$ cat src/rtl/pwm_duty_seq.sv
// pwm_duty_seq
// Two-channel duty sequencer feeding the LED/fan PWM generator. Each channel
// holds a duty value in tenths of full scale (0..10). CPU configuration
// writes can set the duty directly, start a timed ramp toward a target, or
// start a periodic blink. A shared prescaler produces the sequencer tick.
//
// Optional build macro: PWM_SEQ_BREATHE_EN
//   When defined, BLINK becomes a breathe pattern. The duty rises one step per
//   tick to the peak, holds, falls one step per tick to zero, holds, and
//   then repeats. When undefined, BLINK is a hard on/off toggle and the
//   breathe logic is not built.

module pwm_duty_seq #(
   parameter int TICK_DIV    = 270000,
   parameter int BLINK_TICKS = 50
) (
   input  logic       clk,
   input  logic       reset,
   input  logic       cfg_we,
   input  logic       cfg_ch,
   input  logic [1:0] cfg_mode,
   input  logic [3:0] cfg_duty,
   output logic [3:0] ch1_duty,
   output logic [3:0] ch2_duty,
   output logic [1:0] busy
);

   localparam int PW = $clog2(TICK_DIV);
   localparam int BW = $clog2(BLINK_TICKS + 1);
   localparam logic [PW-1:0] PRE_LAST   = PW'(TICK_DIV - 1);
   localparam logic [BW-1:0] BLINK_LAST = BW'(BLINK_TICKS - 1);
   localparam logic [3:0]    DUTY_MAX   = 4'd10;

   localparam logic [1:0] ST_IDLE  = 2'd0;
   localparam logic [1:0] ST_RAMP  = 2'd1;
   localparam logic [1:0] ST_BLINK = 2'd2;

   localparam logic [1:0] MODE_OFF   = 2'd0;
   localparam logic [1:0] MODE_SET   = 2'd1;
   localparam logic [1:0] MODE_RAMP  = 2'd2;
   localparam logic [1:0] MODE_BLINK = 2'd3;

`ifdef PWM_SEQ_BREATHE_EN
   localparam logic [1:0] PH_RISE    = 2'd0;
   localparam logic [1:0] PH_HOLD_HI = 2'd1;
   localparam logic [1:0] PH_FALL    = 2'd2;
   localparam logic [1:0] PH_HOLD_LO = 2'd3;
   localparam logic [1:0] PH_RESET   = PH_RISE;
`else
   localparam logic [1:0] PH_ON    = 2'd0;
   localparam logic [1:0] PH_OFF   = 2'd1;
   localparam logic [1:0] PH_RESET = PH_ON;
`endif

   logic [PW-1:0] preQ;
   logic [PW-1:0] preD;
   logic          tick;
   logic [3:0]    cfgClamp;
   logic [3:0]    chDuty [2];
   logic          chBusy [2];

   assign tick = (preQ == PRE_LAST);

   // Free-running prescaler; configuration writes never disturb it
   always_comb begin
      preD = tick ? '0 : preQ + 1'b1;
   end

   // Prescaler register
   always_ff @(posedge clk or posedge reset) begin
      if (reset) begin
         preQ <= '0;
      end else begin
         preQ <= preD;
      end
   end

   // Requested duty is clamped once here and shared by both channels
   always_comb begin
      cfgClamp = (cfg_duty > DUTY_MAX) ? DUTY_MAX : cfg_duty;
   end

   for (genvar c = 0; c < 2; c++) begin : gChan
      localparam logic CH_SEL = (c == 1);

      logic          wrEn;
      logic [1:0]    stateQ;
      logic [1:0]    stateD;
      logic [3:0]    targetQ;
      logic [3:0]    targetD;
      logic [3:0]    dutyQ;
      logic [3:0]    dutyD;
      logic [BW-1:0] blinkCntQ;
      logic [BW-1:0] blinkCntD;
      logic [1:0]    phaseQ;
      logic [1:0]    phaseD;

      assign wrEn = cfg_we && (cfg_ch == CH_SEL);

      // Channel next state: a write always wins over a tick in the same cycle
      always_comb begin
         stateD    = stateQ;
         targetD   = targetQ;
         dutyD     = dutyQ;
         blinkCntD = blinkCntQ;
         phaseD    = phaseQ;
         if (wrEn) begin
            case (cfg_mode)
               MODE_OFF: begin
                  dutyD  = 4'd0;
                  stateD = ST_IDLE;
               end
               MODE_SET: begin
                  dutyD  = cfgClamp;
                  stateD = ST_IDLE;
               end
               MODE_RAMP: begin
                  targetD = cfgClamp;
                  stateD  = (dutyQ == cfgClamp) ? ST_IDLE : ST_RAMP;
               end
               default: begin
                  targetD   = cfgClamp;
                  blinkCntD = '0;
                  stateD    = ST_BLINK;
`ifdef PWM_SEQ_BREATHE_EN
                  dutyD  = 4'd0;
                  phaseD = PH_RISE;
`else
                  dutyD  = cfgClamp;
                  phaseD = PH_ON;
`endif
               end
            endcase
         end else if (tick) begin
            case (stateQ)
               ST_RAMP: begin
                  if (dutyQ < targetQ) begin
                     dutyD = dutyQ + 4'd1;
                  end else if (dutyQ > targetQ) begin
                     dutyD = dutyQ - 4'd1;
                  end
                  if (dutyD == targetQ) begin
                     stateD = ST_IDLE;
                  end
               end
               ST_BLINK: begin
`ifdef PWM_SEQ_BREATHE_EN
                  case (phaseQ)
                     PH_RISE: begin
                        if (dutyQ < targetQ) begin
                           dutyD = dutyQ + 4'd1;
                        end
                        if (dutyD >= targetQ) begin
                           phaseD    = PH_HOLD_HI;
                           blinkCntD = '0;
                        end
                     end
                     PH_HOLD_HI: begin
                        if (blinkCntQ == BLINK_LAST) begin
                           blinkCntD = '0;
                           phaseD    = PH_FALL;
                        end else begin
                           blinkCntD = blinkCntQ + 1'b1;
                        end
                     end
                     PH_FALL: begin
                        if (dutyQ != 4'd0) begin
                           dutyD = dutyQ - 4'd1;
                        end
                        if (dutyD == 4'd0) begin
                           phaseD    = PH_HOLD_LO;
                           blinkCntD = '0;
                        end
                     end
                     default: begin
                        if (blinkCntQ == BLINK_LAST) begin
                           blinkCntD = '0;
                           phaseD    = PH_RISE;
                        end else begin
                           blinkCntD = blinkCntQ + 1'b1;
                        end
                     end
                  endcase
`else
                  if (blinkCntQ == BLINK_LAST) begin
                     blinkCntD = '0;
                     if (phaseQ == PH_ON) begin
                        phaseD = PH_OFF;
                        dutyD  = 4'd0;
                     end else begin
                        phaseD = PH_ON;
                        dutyD  = targetQ;
                     end
                  end else begin
                     blinkCntD = blinkCntQ + 1'b1;
                  end
`endif
               end
               default: begin
                  stateD = stateQ;
               end
            endcase
         end
      end

      // Channel registers
      always_ff @(posedge clk or posedge reset) begin
         if (reset) begin
            stateQ    <= ST_IDLE;
            targetQ   <= '0;
            dutyQ     <= '0;
            blinkCntQ <= '0;
            phaseQ    <= PH_RESET;
         end else begin
            stateQ    <= stateD;
            targetQ   <= targetD;
            dutyQ     <= dutyD;
            blinkCntQ <= blinkCntD;
            phaseQ    <= phaseD;
         end
      end

      assign chDuty[c] = dutyQ;
      assign chBusy[c] = (stateQ == ST_RAMP) && (dutyQ != targetQ);
   end

   assign ch1_duty = chDuty[0];
   assign ch2_duty = chDuty[1];
   assign busy     = {chBusy[1], chBusy[0]};

endmodule

$ cat config.mk
export PLATFORM = sky130hd
export DESIGN_NAME = pwm_duty_seq
export DESIGN_NICKNAME = d
export VERILOG_FILES = /design/src/rtl/pwm_duty_seq.sv
export SDC_FILE = /design/constraint.sdc
export NUM_CORES = 1
export LEC_CHECK = 0
export ABC_AREA = 1
export CAP_MARGIN = 20
export CORE_MARGIN = 10
export CORE_UTILIZATION = 55
export DETAILED_ROUTE_END_ITERATION = 16
export GPL_ROUTABILITY_DRIVEN = 0
export PLACE_DENSITY = 0.77
export SLEW_MARGIN = 20
export SYNTH_ARGS = -nofsm -noshare
export SYNTH_HDL_FRONTEND = slang
export SYNTH_SLANG_ARGS = --single-unit
$ cat constraint.sdc
create_clock -name clk -period 1.8 [get_ports clk]
set_input_delay 0.45 -clock clk [delete_from_list [all_inputs] [get_ports clk]]
set_output_delay 0.45 -clock clk [all_outputs]
set_load 0.02 [all_outputs]
==> metrics <==
Synth top cells by count nand2_1, inv_1, dfrtp_1, nand3_1, nor2_1; die width ~100 um; Mean Syn Cell Area 7.21 sq um; Pleak 2.80 nW; post-synthesis sequential area ratio 36.4%; Seq pwr share approximately 23%; combinational share of power 67.1%; Psw 3.64 mW; R2R depth 16; Clk pwr share between 10% and 20%; slowest cell delay on critical path roughly 0.39 ns; pwr/cell area between 1000 and 1500 nW/um^2; Synth Cell Area ~3600 sq um; final worst slack -0.308 ns; fmax 474 MHz; max cap viols 0; WL final approximately 13000 um; fin. max-slew vios 0; ratio of cells with drive above 1 in the final layout between 40% and 50%; total CTS buffers 5; VDD IR max around 0.0018 V; startpoint types flip-flop; Yosys top cell area share a little over a third; Synth area leader dfrtp_1; number of buffers added on ports 19; worst hold slack around 0.49 ns; vias in the first global route 3937; nets around 680; slowest CP cell dfrtp_1; Clock Skew between 0.008 and 0.009 ns; Post-Layout Cell Count between 700 and 800; Post-synth EDFFs 0; combined area of the multi-input logic cells ~2600 sq um; initial antenna violation count 0; Antenna Cells 0; Clock Sinks 53; drt via density 5.98; critical path, cell by cell inv_1 -> ha_4 -> nand2_4 -> buf_6 -> inv_4 -> nand2_4 -> nand2_4 -> nand2_1 -> nand2_1 -> nand2_1 -> nand2_1 -> nand2_1 -> nor2_4 -> nand3_4 -> nand3_2 -> nand2_1; Die Area 10300 sq um; fill count 300; Area growth, synth to finish 53.6%; Clock transition at path regs approximately 0.11 ns; post-layout min period about 2.1 ns; Via Count 4357; Chip Height 101 um; Hold Vio Cnt, Final 0; gr usage total 20.8%; RSZ-0062 raised after global routing yes; Tcrit/Tclk final 117%; maximum number of pins on one net before global-route repair 54; Initial Util between 50% and 60%; HPWL after detailed placement 7410 um; Top FF cell, synth dfrtp_1; Seq cells post-synth between 50 and 60; hold buffers post-CTS 0; # IOs 20; first-pass GRT wire length about 18000 um; hold crit path type in -> async; Sw Ratio a little under half; DRC Markers 0; crit-path max FO 5; H-tree lvl count 2; Post-Place Worst Slack -0.443 ns; Antenna Nets Post-Route 0; library cells used by synthesis 34; Reg area roughly 1300 sq um; Synth async-reset ratio between 90% and 100%; Final setup violation count 30; Slew Limit Headroom approximately 66%; Cell Rows 29; count leader, synth nand2_1; Post-Syn Instances around 510; Wirelength per Cell 18.5 um; Clock Path Buffers 2; cell count after placement roughly 700; Iter 0 DRT Violations 492; crit path DAT 2.33 ns; Critical Path End Type flip-flop; outcome complete, but fails checks; Crit Path Class reg -> reg; Slew @ Worst Pin a little over 0.5 ns; failing checks negative setup slack; dpl cell area between 4000 and 5000 sq um; post-route cell area 5600 sq um; Synthesized Nets between 500 and 600; CTS tree yes; clk_lat worst skew 0.33 ns; Yosys warning count 0; P_int approximately 4.0 mW; total grt overflow 0; clk root buf clkbuf_8; most area-consuming cells after synthesis dfrtp_1, nand2_1, nand3_1; setup TNS -3.28 ns; WP data required 2.02 ns; Core Area 6390 sq um; First-pass DRT Iterations 5; CP dominant cell by count nand2_1
==> worst paths after layout <==
kind                                           from                  to  slack, ns
worst max-delay path            gChan[0].targetQ[2]  gChan[0].stateQ[1]      -0.31
worst min-delay path                          reset            preQ[12]       0.49
worst max register to register  gChan[0].targetQ[2]  gChan[0].stateQ[1]      -0.31
worst min register to register   gChan[1].stateQ[1]  gChan[1].stateQ[1]       0.52
max in group asynchronous                     reset         ch2_duty[3]       1.05
min in group clk                 gChan[1].stateQ[1]  gChan[1].stateQ[1]       0.52
==> metal layers <==
metal | track usage [%] | up-vias | routed length, um
li1 | - | 1963 | -
met1 | 25.5 | 2075 | 5150
met2 | 35.7 | 256 | 6780
met3 | 2.59 | 63 | 963
met4 | 9.32 | 0 | 586
met5 | 0 | - | 0
==> layout make-up <==
cell class	instances	area share, %
Clock buffer	6	1.47
Tap cell	77	1.72
Inverter	78	5.49
Sequential cell	53	23.9
Multi-Input combinational cell	375	46.9
Timing Repair Buffer	137	20.3
Clock inverter	2	0.313
==> state kept, by name, summed over array words and instances (netlist names) <==
register         cells
gChan.stateQ         4
gChan.blinkCntQ     12
gChan.targetQ        8
preQ                19
ch1_duty             4
gChan.phaseQ         2
ch2_duty             4
==> per-stage QoR <==
step	util, %	power [mW]
2_1_floorplan	-	3.64
3_3_place_gp	73.3	4.94
3_5_place_dp	73.3	5.04
4_1_cts	79.8	6.46
5_1_grt	87.8	8.05
6_report	87.8	7.63
==> critical path: cells and delay by family, from the launching register on <==
family / cells / cell delay [ns]
adders and majority gates: 1 / 0.29
buffers and inverters: 3 / 0.28
DFF: 1 / 0.39
and+or+nand+nor: 12 / 1.03
==> logic make-up (layout without fill, tap and decap cells) <==
group	count (synthesis)	in the layout	share of synthesized area [%]
DFF	53	53	36.4
muxes	1	1	0.309
buffers and inverters	78	223	8.09
xor gates and xnor gates	17	17	4.08
and+or+nand+nor	271	271	34.6
adders and majority gates	17	17	5.83
AOI/OAI and AO/OA	69	69	10.7
==> power by group through the flow <==
stage          Combinational, mW  Sequential [mW]  Clock, mW
6_report                    5.12             1.74      0.775
3_5_place_dp                3.36             1.68          0
2_1_floorplan               1.78             1.85          0
4_1_cts                     4.00             1.70      0.764
5_1_grt                     5.48             1.76      0.815
3_3_place_gp                3.26             1.68          0
==> what timing repair did <==
item / in CTS / in global routing
pin swaps: 28 / 47
gates resized for setup: 80 / 102
cloned: 0 / 0
buffers inserted: 13 / 16
endpoints found under the setup margin: 31 / 27
==> cell usage in the layout, fill, tap and decap left out, types with 16 or more instances in the layout <==
master,Yosys,layout
o21ai_0,21,16
nor2_1,45,31
nand3_2,1,18
dfrtp_1,53,44
nand2_1,128,83
nand3_1,48,27
buf_4,0,103
inv_2,14,21
inv_1,63,53
nand2_4,0,16
nand2_2,4,33
No activity file was read; power rests on OpenSTA's default activity.
